## src/rtl/cipher_link_pkg.sv

```systemverilog
// Shared types and constants for the UART <-> 3-Way cipher link controller.
package cipher_link_pkg;

    localparam int unsigned BYTE_W      = 8;
    localparam int unsigned BLOCK_BYTES = 12;
    localparam int unsigned BLOCK_W     = BLOCK_BYTES * BYTE_W;
    localparam int unsigned CNT_W       = $clog2(BLOCK_BYTES);

    localparam logic [BYTE_W-1:0] HDR_KEY = 8'h4B;
    localparam logic [BYTE_W-1:0] HDR_ENC = 8'h45;

    typedef enum logic [2:0] {
        IDLE,
        RX_KEY,
        RX_DATA,
        ISSUE,
        KEY_WAIT
    } rx_state_e;

    // Saturating increment for the 8-bit error counter.
    function automatic logic [7:0] sat_inc8(input logic [7:0] v);
        return (v == 8'hFF) ? v : v + 8'd1;
    endfunction

endpackage

```

## src/rtl/cipher_link_if.sv

```systemverilog
// Valid/ready stream bundle used for both the byte links and the block links.
interface cipher_link_if #(
    parameter int unsigned W = 8
);
    logic [W-1:0] tdata;
    logic         tvalid;
    logic         tready;

    modport master (output tdata, output tvalid, input tready);
    modport slave  (input tdata, input tvalid, output tready);
endinterface

```

## src/rtl/block_serializer.sv

```systemverilog
// Unpacks one 96-bit cipher result into 12 bytes, most significant byte first.
module block_serializer
    import cipher_link_pkg::*;
(
    input  logic               clk,
    input  logic               rst_n,
    input  logic [BLOCK_W-1:0] i_s_tdata,
    input  logic               i_s_tvalid,
    output logic               o_s_tready,
    output logic [BYTE_W-1:0]  o_m_tdata,
    output logic               o_m_tvalid,
    input  logic               i_m_tready,
    output logic               o_empty
);

    logic [BLOCK_W-1:0] r_shift;
    logic [CNT_W-1:0]   r_cnt;
    logic               r_full;

    // Capture when empty, then shift out one byte per accepted transfer.
    always_ff @(posedge clk) begin
        if (!rst_n) begin
            r_shift <= '0;
            r_cnt   <= '0;
            r_full  <= 1'b0;
        end else if (!r_full) begin
            if (i_s_tvalid) begin
                r_shift <= i_s_tdata;
                r_cnt   <= '0;
                r_full  <= 1'b1;
            end
        end else if (i_m_tready) begin
            r_shift <= {r_shift[BLOCK_W-BYTE_W-1:0], BYTE_W'(0)};
            r_cnt   <= r_cnt + CNT_W'(1);
            if (r_cnt == CNT_W'(BLOCK_BYTES - 1)) begin
                r_full <= 1'b0;
            end
        end
    end

    assign o_s_tready = !r_full;
    assign o_m_tvalid = r_full;
    assign o_m_tdata  = r_shift[BLOCK_W-1 -: BYTE_W];
    assign o_empty    = !r_full;

endmodule

```

## src/rtl/cipher_link_ctrl.sv

```systemverilog
// Frames UART commands into cipher blocks, owns the key register and returns
// cipher results to the UART as a byte stream.
module cipher_link_ctrl
    import cipher_link_pkg::*;
#(
    parameter logic [BLOCK_W-1:0] KEY_RESET      = 96'h0123456789ABCDEF11112222,
    parameter int unsigned        MAX_INFLIGHT   = 8,
    parameter int unsigned        TIMEOUT_CYCLES = 1_000_000
) (
    input  logic               clk,
    input  logic               rst_n,
    cipher_link_if.slave       s_uart,
    cipher_link_if.master      m_cipher,
    cipher_link_if.slave       s_cipher,
    cipher_link_if.master      m_uart,
    output logic [BLOCK_W-1:0] key,
    output logic               busy,
    output logic [7:0]         err_cnt
);

    localparam int unsigned IF_W = $clog2(MAX_INFLIGHT + 1);
    localparam int unsigned TO_W = (TIMEOUT_CYCLES > 1) ? $clog2(TIMEOUT_CYCLES) : 1;

    rx_state_e          r_state;
    logic [CNT_W-1:0]   r_cnt;
    logic [TO_W-1:0]    r_to;
    logic [IF_W-1:0]    r_inflight;
    logic [BLOCK_W-1:0] r_blk;
    logic [BLOCK_W-1:0] r_key;
    logic [7:0]         r_err;
    logic               r_s_tready;
    logic               r_m_valid;

    logic               w_rx_hs;
    logic               w_issue_hs;
    logic               w_ret_hs;
    logic               w_to_hit;
    logic               w_last_byte;
    logic               w_room;
    logic [IF_W-1:0]    w_inflight_nxt;
    logic               w_ser_tready;
    logic               w_ser_empty;
    logic [BYTE_W-1:0]  w_tx_data;
    logic               w_tx_valid;

    assign w_rx_hs     = s_uart.tvalid && r_s_tready;
    assign w_issue_hs  = r_m_valid && m_cipher.tready;
    assign w_ret_hs    = s_cipher.tvalid && w_ser_tready;
    assign w_last_byte = (r_cnt == CNT_W'(BLOCK_BYTES - 1));
    assign w_to_hit    = (TIMEOUT_CYCLES != 0) && (r_to == TO_W'(TIMEOUT_CYCLES - 1));

    always_comb begin
        w_inflight_nxt = r_inflight;
        if (w_issue_hs && !w_ret_hs) begin
            w_inflight_nxt = r_inflight + IF_W'(1);
        end else if (!w_issue_hs && w_ret_hs) begin
            w_inflight_nxt = r_inflight - IF_W'(1);
        end
    end

    // Room is judged on next-cycle occupancy so a returning result frees a slot at once.
    assign w_room = (w_inflight_nxt < IF_W'(MAX_INFLIGHT));

    always_ff @(posedge clk) begin
        if (!rst_n) begin
            r_inflight <= '0;
        end else begin
            r_inflight <= w_inflight_nxt;
        end
    end

    always_ff @(posedge clk) begin
        if (!rst_n) begin
            r_state    <= IDLE;
            r_cnt      <= '0;
            r_to       <= '0;
            r_blk      <= '0;
            r_key      <= KEY_RESET;
            r_err      <= '0;
            r_s_tready <= 1'b0;
            r_m_valid  <= 1'b0;
        end else begin
            case (r_state)
                IDLE: begin
                    r_to       <= '0;
                    r_s_tready <= 1'b1;
                    if (w_rx_hs) begin
                        r_cnt <= '0;
                        if (s_uart.tdata == HDR_KEY) begin
                            r_state <= RX_KEY;
                        end else if (s_uart.tdata == HDR_ENC) begin
                            r_state <= RX_DATA;
                        end else begin
                            r_err <= sat_inc8(r_err);
                        end
                    end
                end
                RX_KEY, RX_DATA: begin
                    if (w_rx_hs) begin
                        r_to  <= '0;
                        r_blk <= {r_blk[BLOCK_W-BYTE_W-1:0], s_uart.tdata};
                        r_cnt <= r_cnt + CNT_W'(1);
                        if (w_last_byte) begin
                            r_s_tready <= 1'b0;
                            if (r_state == RX_KEY) begin
                                r_state <= KEY_WAIT;
                            end else begin
                                r_state   <= ISSUE;
                                r_m_valid <= w_room;
                            end
                        end
                    end else if (w_to_hit) begin
                        r_state <= IDLE;
                        r_to    <= '0;
                        r_err   <= sat_inc8(r_err);
                    end else begin
                        r_to <= r_to + TO_W'(1);
                    end
                end
                ISSUE: begin
                    if (w_issue_hs) begin
                        r_state    <= IDLE;
                        r_m_valid  <= 1'b0;
                        r_s_tready <= 1'b1;
                    end else begin
                        r_m_valid <= w_room;
                    end
                end
                KEY_WAIT: begin
                    if ((r_inflight == '0) && w_ser_empty) begin
                        r_key      <= r_blk;
                        r_state    <= IDLE;
                        r_s_tready <= 1'b1;
                    end
                end
                default: begin
                    r_state    <= IDLE;
                    r_m_valid  <= 1'b0;
                    r_s_tready <= 1'b1;
                end
            endcase
        end
    end

    block_serializer u_ser (
        .clk        (clk),
        .rst_n      (rst_n),
        .i_s_tdata  (s_cipher.tdata),
        .i_s_tvalid (s_cipher.tvalid),
        .o_s_tready (w_ser_tready),
        .o_m_tdata  (w_tx_data),
        .o_m_tvalid (w_tx_valid),
        .i_m_tready (m_uart.tready),
        .o_empty    (w_ser_empty)
    );

    assign s_uart.tready   = r_s_tready;
    assign m_cipher.tvalid = r_m_valid;
    assign m_cipher.tdata  = r_blk;
    assign s_cipher.tready = w_ser_tready;
    assign m_uart.tdata    = w_tx_data;
    assign m_uart.tvalid   = w_tx_valid;
    assign key             = r_key;
    assign err_cnt         = r_err;
    assign busy            = (r_state != IDLE) || !w_ser_empty;

endmodule

```

## src/flat_wrapper.sv

```systemverilog
// flat-port wrapper written by rule: the top's interface ports become plain ports
module cipher_link_ctrl_flat import cipher_link_pkg::*;
#(
    parameter logic [BLOCK_W-1:0] KEY_RESET      = 96'h0123456789ABCDEF11112222,
    parameter int unsigned        MAX_INFLIGHT   = 8,
    parameter int unsigned        TIMEOUT_CYCLES = 1_000_000
)
  (clk, rst_n, key, busy, err_cnt, s_uart_tdata, s_uart_tvalid, s_uart_tready, m_cipher_tdata, m_cipher_tvalid, m_cipher_tready, s_cipher_tdata, s_cipher_tvalid, s_cipher_tready, m_uart_tdata, m_uart_tvalid, m_uart_tready);
  cipher_link_if #(.W(8)) s_uart_i ();
  cipher_link_if #(.W(96)) m_cipher_i ();
  cipher_link_if #(.W(96)) s_cipher_i ();
  cipher_link_if #(.W(8)) m_uart_i ();
  input  logic clk;
  input  logic rst_n;
  output logic [BLOCK_W-1:0] key;
  output logic busy;
  output logic [7:0] err_cnt;
  input wire logic [$bits(s_uart_i.tdata)-1:0] s_uart_tdata;
  input wire logic [$bits(s_uart_i.tvalid)-1:0] s_uart_tvalid;
  output wire logic [$bits(s_uart_i.tready)-1:0] s_uart_tready;
  output wire logic [$bits(m_cipher_i.tdata)-1:0] m_cipher_tdata;
  output wire logic [$bits(m_cipher_i.tvalid)-1:0] m_cipher_tvalid;
  input wire logic [$bits(m_cipher_i.tready)-1:0] m_cipher_tready;
  input wire logic [$bits(s_cipher_i.tdata)-1:0] s_cipher_tdata;
  input wire logic [$bits(s_cipher_i.tvalid)-1:0] s_cipher_tvalid;
  output wire logic [$bits(s_cipher_i.tready)-1:0] s_cipher_tready;
  output wire logic [$bits(m_uart_i.tdata)-1:0] m_uart_tdata;
  output wire logic [$bits(m_uart_i.tvalid)-1:0] m_uart_tvalid;
  input wire logic [$bits(m_uart_i.tready)-1:0] m_uart_tready;
  assign s_uart_i.tdata = s_uart_tdata;
  assign s_uart_i.tvalid = s_uart_tvalid;
  assign s_uart_tready = s_uart_i.tready;
  assign m_cipher_tdata = m_cipher_i.tdata;
  assign m_cipher_tvalid = m_cipher_i.tvalid;
  assign m_cipher_i.tready = m_cipher_tready;
  assign s_cipher_i.tdata = s_cipher_tdata;
  assign s_cipher_i.tvalid = s_cipher_tvalid;
  assign s_cipher_tready = s_cipher_i.tready;
  assign m_uart_tdata = m_uart_i.tdata;
  assign m_uart_tvalid = m_uart_i.tvalid;
  assign m_uart_i.tready = m_uart_tready;
  cipher_link_ctrl #(.KEY_RESET(KEY_RESET), .MAX_INFLIGHT(MAX_INFLIGHT), .TIMEOUT_CYCLES(TIMEOUT_CYCLES)) u_core (.clk(clk), .rst_n(rst_n), .s_uart(s_uart_i), .m_cipher(m_cipher_i), .s_cipher(s_cipher_i), .m_uart(m_uart_i), .key(key), .busy(busy), .err_cnt(err_cnt));
endmodule
```

## config.mk

```make
export PLATFORM = sky130hd
export DESIGN_NAME = cipher_link_ctrl_flat
export DESIGN_NICKNAME = d
export VERILOG_FILES = /design/src/rtl/cipher_link_pkg.sv /design/src/rtl/cipher_link_if.sv /design/src/rtl/block_serializer.sv /design/src/rtl/cipher_link_ctrl.sv /design/src/flat_wrapper.sv
export SDC_FILE = /design/constraint.sdc
export NUM_CORES = 1
export LEC_CHECK = 0
export ABC_AREA = 1
export CORE_ASPECT_RATIO = 1.4
export CORE_MARGIN = 3
export CORE_UTILIZATION = 53
export CTS_CLUSTER_SIZE = 30
export DETAILED_ROUTE_END_ITERATION = 10
export GPL_ROUTABILITY_DRIVEN = 0
export PLACE_DENSITY = 0.84
export SLEW_MARGIN = 20
export SYNTH_ARGS = -nofsm -noshare
export SYNTH_HDL_FRONTEND = slang
export SYNTH_SLANG_ARGS = --single-unit
```

## constraint.sdc

```tcl
create_clock -name clk -period 3.5 [get_ports clk]
set_input_delay 0.7 -clock clk [delete_from_list [all_inputs] [get_ports clk]]
set_output_delay 0.7 -clock clk [all_outputs]
set_load 0.02 [all_outputs]
```

**Word-level counts from Yosys, hierarchy flattened**

Cells that the tools add are included.

- Flip-flop bits (word level): 334
- Word-level logic and storage cells: 114
- Input bits: 110

- Reduce and logical (&&, ||, !) cells: 25
- Bitwise logic cells: 1
- Add/sub/neg operators: 6
- Order comparisons: 1
- Equality and inequality tests: 24
- Multiplexer cells: 45

Operators with widths:

| operator | number |
|---|---|
| $mux 96 | 3 |
| $mux 8 | 6 |
| $mux 20 | 2 |
| $pmux 20 s2 | 1 |
| $mux 4 | 7 |
| $mux 3 | 9 |
| $add 20x1->20 const B | 1 |
| $eq 20x20->1 const B | 1 |
| $eq 8x7->1 const B | 2 |
| $pmux 8 s2 | 1 |
| $add 4x1->4 const B | 3 |
| $mux 1 | 12 |
| $ne 2x1->1 const B | 6 |
| $pmux 3 s4 | 1 |
| $reduce_and 6->1 | 2 |
| $ne 2x2->1 const B | 5 |
| $add 8x1->8 const B | 1 |
| $eq 4x4->1 const B | 2 |
| $eq 8x8->1 const B | 1 |
| $pmux 4 s2 | 1 |
| $reduce_and 4->1 | 2 |
| $eq 3x2->1 const B | 2 |
| $logic_and 1x1->1 | 6 |
| $ne 3x1->1 const B | 2 |
| 16 further kinds | 23 |

**Depth between registers and ports, before layout**

- Depth in word-level cells: 10
- Gate-level depth with buffers: 11
- Gate-level depth less buffers: 10

**Modules after synthesis**

From an unflattened synthesis, not the netlist that was laid out.

- Cells, all modules: 2045
- Area total of the unflattened synthesis: 14202.4 µm²

By module, submodules not included:

| module | times used | cells each | area an instance (µm²) |
|---|---|---|---|
| cipher_link_ctrl | 1 | 1200 | 9008.6 |
| block_serializer | 1 | 845 | 5193.7 |

**Worst setup path before layout**

Ideal clock, no wire load.

- Path kind: input to register
- From: input port s_cipher_tvalid
- To: register u_core.r_m_valid (netlist: u_core.m_cipher.tvalid)
- Library setup time: 0.070 ns
- Path buffers: 1
- Data required time: 3.430 ns
- Slack: 1.406 ns
- Stages on the path: 11
- Arrival time: 2.023 ns
- Cells stage by stage: inv_1 nor2_2 buf_2 inv_1 ha_1 inv_1 nand2_1 o21ai_0 xnor2_1 nand2_1 a21oi_1

- Longest elaborated chain between the ends: 9
- Elaborated cells on any way between the ends: 12

RTL lines:

| what | RTL line | text |
|---|---|---|
| start: declaration | flat_wrapper.sv:25 | `input wire logic [$bits(s_cipher_i.tvalid)-1:0] s_cipher_tvalid;` |
| $logic_and 1x1->1 * | cipher_link_ctrl.sv:48 | `assign w_ret_hs = s_cipher.tvalid && w_ser_tready;` |
| $logic_and 1x1->1 / $logic_not 1->1 (equally long branches) | cipher_link_ctrl.sv:56, cipher_link_ctrl.sv:54 |  |
| $mux 4 / $logic_and 1x1->1 (equally long branches) | cipher_link_ctrl.sv:56, cipher_link_ctrl.sv:54 |  |
| $mux 4 * | cipher_link_ctrl.sv:54 | `if (w_issue_hs && !w_ret_hs) begin` |
| $lt 4x4->1 * | cipher_link_ctrl.sv:62 | `assign w_room = (w_inflight_nxt < IF_W'(MAX_INFLIGHT));` |
| $mux 1 | cipher_link_ctrl.sv:105 | `if (r_state == RX_KEY) begin` |
| $mux 1 | cipher_link_ctrl.sv:103 | `if (w_last_byte) begin` |
| $mux 1 | cipher_link_ctrl.sv:99 | `if (w_rx_hs) begin` |
| $pmux 1 s3 * | cipher_link_ctrl.sv:83 | `case (r_state)` |
| end signal: assignment | cipher_link_ctrl.sv:109 | `r_m_valid <= w_room;` |
| end signal: assignment | cipher_link_ctrl.sv:126 | `r_m_valid <= w_room;` |
| end: declaration | cipher_link_ctrl.sv:32 | `logic r_m_valid;` |

Mark *: on every way between the ends. The rest lies on a longest branch, timed or not. The select of a mux whose other input is x is not followed.
A chain may end at the register's enable or synchronous reset.

**Worst setup path in the final report**

- From: register u_core.r_state[1]
- To: output port busy

- Longest elaborated chain between the ends: 2

RTL lines:

| what | RTL line | text |
|---|---|---|
| start: declaration | cipher_link_ctrl.sv:24 | `rx_state_e r_state;` |
| start signal: assignment | cipher_link_ctrl.sv:74 | `r_state <= IDLE;` |
| start signal: assignment | cipher_link_ctrl.sv:90 | `r_state <= RX_KEY;` |
| start signal: assignment | cipher_link_ctrl.sv:92 | `r_state <= RX_DATA;` |
| $reduce_bool 3->1 | cipher_link_ctrl.sv:165 | `assign busy = (r_state != IDLE) \|\| !w_ser_empty;` |
| $logic_or 1x1->1 | cipher_link_ctrl.sv:165 |  |
| end: declaration | flat_wrapper.sv:16 | `output logic busy;` |

Every way passes these cells.

==> run summary <==
The number of search-and-repair iterations in the first detailed-routing pass came out at 5. In the finished design, the share of the clock period the worst path needs comes to 0.782. Traced cell by cell, the critical path runs through inv_2, nand2_2, nor2_4, nand2_1, clkdlybuf4s50_1. The die boundary height came out at 193 um.

The net count after synthesis is 1,875. Counting buffers and inverters, the worst setup path is 5 cells deep. The number of antenna violations at the first check in global routing is 1. Of all flip-flops after synthesis, the portion carrying an async set or reset was 0. The post-cts resize count is 0. In the routed layout, each cell is associated on average with a via count of 5.38. The total vias in the final route is 12,500. The register bit total from synthesis came out at 334. The peak ir drop on the vdd network is 0.407 mV.

The warning count from the yosys run is 0. The total grt overflow came out at 0. The area of the mapped netlist came out at 13,300 um^2.

The count of hold buffers inserted by post-cts repair came out at 0. The via count of the first global-routing pass is 11,600. The tool flagged a number of max-cap violations equal to 0. The final worst hold slack came out at 464 ps.

The critical path arrival came out at 2040 ps. For this design, the slowest cell found on the critical path is sky130_fd_sc_hd__clkdlybuf4s50_1. Setup violations remaining at the end of the flow were counted as 0.

Grouping stages by cell kind, the critical path spends the most delay in buffers and inverters. The initial utilization of the core area, before any placement, comes to 0.545. The final setup slack of the worst path came out at 762 ps. The final layout contains 2,119 nets. The post-CTS setup buffer count came out at 0.

The pin count of the biggest net entering global routing is 127. The number of routed nets with antenna violations is 0. For this design the static power due to leakage is 6.68 nW. The number of enable flip-flop cells after synthesis came out at 0.

After detailed routing, the number of remaining DRC violations is 0. The worst clock skew is 11.9 ps. The number of inserted diodes came out at 0. The number of buffers between clock root and the deepest sink came out at 3. The worst setup path is launched from a flip-flop. The horizontal die dimension is 140 um. The gate count of the mapped netlist is 1,756. The accumulated negative setup slack came out at 0 ps. Across every metal layer, demand over resource in global routing totals 0.259. The worst register-to-register path begins at u_core.r_inflight[0]$_SDFFE_PN0P_.

The minimum clock period is 2740 ps. The clock drives 334 sinks. Buffers inserted during clock tree synthesis total 31.

The worst slack after detailed placement came out at 702 ps. The maximum clock frequency is 365 MHz. In this run the number of H-tree levels came out at 1. The placeable core region is 24,300 um^2. The count of final max-slew check failures came out at 0.

The critical path data required time is 2800 ps. The CTS tree is yes. The overall die area came out at 27,000 um^2. The worst hold path belongs to the class reg2reg. The count of final hold-check violations is 0. The HPWL reported at the end of detailed placement is 25,900 um. The post-synthesis cell type count came out at 36. The clock tree root buffer cell is sky130_fd_sc_hd__clkbuf_16.

The number of buffers and inverters on the critical path came out at 2. Compared with the post-synthesis result, the final layout area differs by 31.6%. The average detailed-routed wire length per instance came out at 15.9 um.

The critical path ends at busy. The register-to-register setup slack came out at 1060 ps. The category of the critical setup timing path is reg2out. Among all flip-flop cells after synthesis, the most frequent one is sky130_fd_sc_hd__dfxtp_1. The worst register-to-register path ends at u_core.key[17]$_SDFFE_PN0P_.

The delay of the slowest cell on the worst path came out at 560 ps. The synthesized design spends more area on one cell type than any other, namely sky130_fd_sc_hd__dfxtp_1. The number of cells on the worst reg-to-reg path came out at 9.

The total routed wirelength is 37,200 um. In this run the power density over the cells is 562 nW/um^2. The share of the synthesized area in the top cell type is 0.504. The boundary pin count came out at 323. The clock-pin slew on the worst setup and hold paths came out at 70 ps.

Measured against its own limit, the worst slew margin works out to 0.356. The synthesized area divided by synthesized cell count is 7.55 um^2. Setup repair after global routing left no endpoint under its margin. The detailed router's first-iteration violation count is 766. The flow ran to the end, and the final reports show no timing, DRC or antenna violations. The maximum fanout along the worst path came out at 7. STA classifies the critical path endpoint as an output pin. The ratio of cells with drive above 1 in the final layout came out at 0.0529. The transition at the pin with the smallest max-transition slack came out at 965 ps. The wire length of the first global-routing pass came out at 58,200 um. Of the synthesized area, sequential elements account for 0.504. The total of fill cells in the finished design came out at 1,935. By area the synthesized netlist is led by sky130_fd_sc_hd__dfxtp_1, sky130_fd_sc_hd__nand2_1, sky130_fd_sc_hd__nor2_1. The later pin in the worst-skew pair is clocked with a latency of 560 ps.

The count of buffers added on input and output ports is 322. The timing startpoint of the critical path is u_core.r_state[1]$_SDFFE_PN0P_. The total number of placement rows is 67.
sequential cells by signal (all words and copies together), names as in the netlist, 4 cells and up:
signal	flops
u_core.u_ser.r_shift	96
u_core.m_cipher.tdata	96
u_core.u_ser.r_cnt	4
u_core.key	96
u_core.r_inflight	4
u_core.r_to	20
u_core.r_cnt	4
u_core.err_cnt	8
cell usage in the layout (no fill, tap or decap), drive strengths merged:
| master | synthesis | routed |
|---|---|---|
| a211oi | 2 | 2 |
| a21oi | 44 | 44 |
| a31oi | 88 | 88 |
| buf | 58 | 14 |
| bufinv | 0 | 3 |
| clkbuf | 66 | 45 |
| clkdlybuf4s50 | 0 | 321 |
| clkinv | 0 | 7 |
| clkinvlp | 0 | 1 |
| dfxtp | 334 | 334 |
| ha | 9 | 9 |
| inv | 55 | 55 |
| nand2 | 372 | 372 |
| nand3 | 74 | 74 |
| nand4 | 11 | 11 |
| nor2 | 355 | 355 |
| nor3 | 8 | 8 |
| nor3b | 2 | 2 |
| o211ai | 1 | 1 |
| o21ai | 250 | 250 |
| o21bai | 1 | 1 |
| o22ai | 2 | 2 |
| o311a | 1 | 1 |
| o31ai | 1 | 1 |
| or2 | 2 | 2 |
| xnor2 | 5 | 5 |
| xor2 | 15 | 15 |
cell families after synthesis:
kind of cell | Yosys count | synth area share
adders and majority gates | 9 | 0.00849
xor gates and xnor gates | 20 | 0.0132
DFF | 334 | 0.504
AOI/OAI and AO/OA | 390 | 0.158
buffers and inverters | 179 | 0.0638
and+or+nand+nor | 824 | 0.252
worst register-to-register path, delay by kind of cell, from the launching register on:
family                   cells  cell delay, ps
adder cells (fa/ha/maj)      1             210
AND/OR/NAND/NOR              3             370
flip-flops                   1             390
AO/OA/AOI/OAI                1             230
buffers and inverters        4            1170
power by group:
part	total [mW]	switching [mW]	leakage (nW)	internal, mW
combinational	1.95	1.14	3.44	0.813
sequential	4.41	0.274	2.72	4.13
clock	3.45	1.42	0.523	2.03
total	9.81	2.83	6.68	6.98
through the flow:
step / power, mW / util / cells / instance area, um^2
global placement: 6.37 / 0.674 / 2277 / 16400
global route: 10.2 / 0.718 / 2333 / 17500
finish: 9.81 / 0.718 / 2333 / 17500
floorplan: 5.62 / - / 1756 / 13300
CTS: 9.86 / 0.718 / 2333 / 17500
detailed placement: 6.43 / 0.674 / 2277 / 16400
how the worst min path moves through the flow:
stage | start | to | depth (start not counted) | slack [ps]
floorplan | u_core.u_ser.r_cnt[3]$_SDFFE_PN0P_ | u_core.u_ser.r_cnt[3]$_SDFFE_PN0P_ | 1 | 440
global placement | u_core.u_ser.r_shift[2]$_SDFFE_PN0P_ | u_core.u_ser.r_shift[2]$_SDFFE_PN0P_ | 2 | 450
detailed placement | u_core.u_ser.r_cnt[3]$_SDFFE_PN0P_ | u_core.u_ser.r_cnt[3]$_SDFFE_PN0P_ | 1 | 450
CTS | u_core.u_ser.r_cnt[3]$_SDFFE_PN0P_ | u_core.u_ser.r_cnt[3]$_SDFFE_PN0P_ | 1 | 460
global route | u_core.key[1]$_SDFFE_PN1P_ | u_core.key[1]$_SDFFE_PN1P_ | 2 | 480
finish | u_core.u_ser.r_shift[1]$_SDFFE_PN0P_ | u_core.u_ser.r_shift[1]$_SDFFE_PN0P_ | 2 | 460
layout make-up:
cell class / instances / area, um^2 / share of cell area
Timing Repair Buffer: 335 / 3380 / 0.194
Inverter: 55 / 213 / 0.0122
Tap cell: 310 / 388 / 0.0222
Multi-Input combinational cell: 1243 / 5720 / 0.328
Clock buffer: 45 / 918 / 0.0526
Sequential cell: 334 / 6690 / 0.383
Clock inverter: 11 / 136 / 0.00781
cells in the mapped netlist, drive strengths merged, types with 5 or more instances:
library cell,number
clkbuf,66
a21oi,44
a31oi,88
o21ai,250
nor3,8
nand2,372
ha,9
inv,55
dfxtp,334
buf,58
nand3,74
nor2,355
nand4,11
xor2,15
xnor2,5
metal layers:
layer | vias to the layer above | track usage | wire length, um
met5 | - | 0 | 11
met4 | 2 | 0.0884 | 1290
met3 | 89 | 0.0407 | 2670
met2 | 476 | 0.470 | 18500
met1 | 5734 | 0.314 | 14700
li1 | 6242 | - | -
No activity file was read; power rests on OpenSTA's default activity.
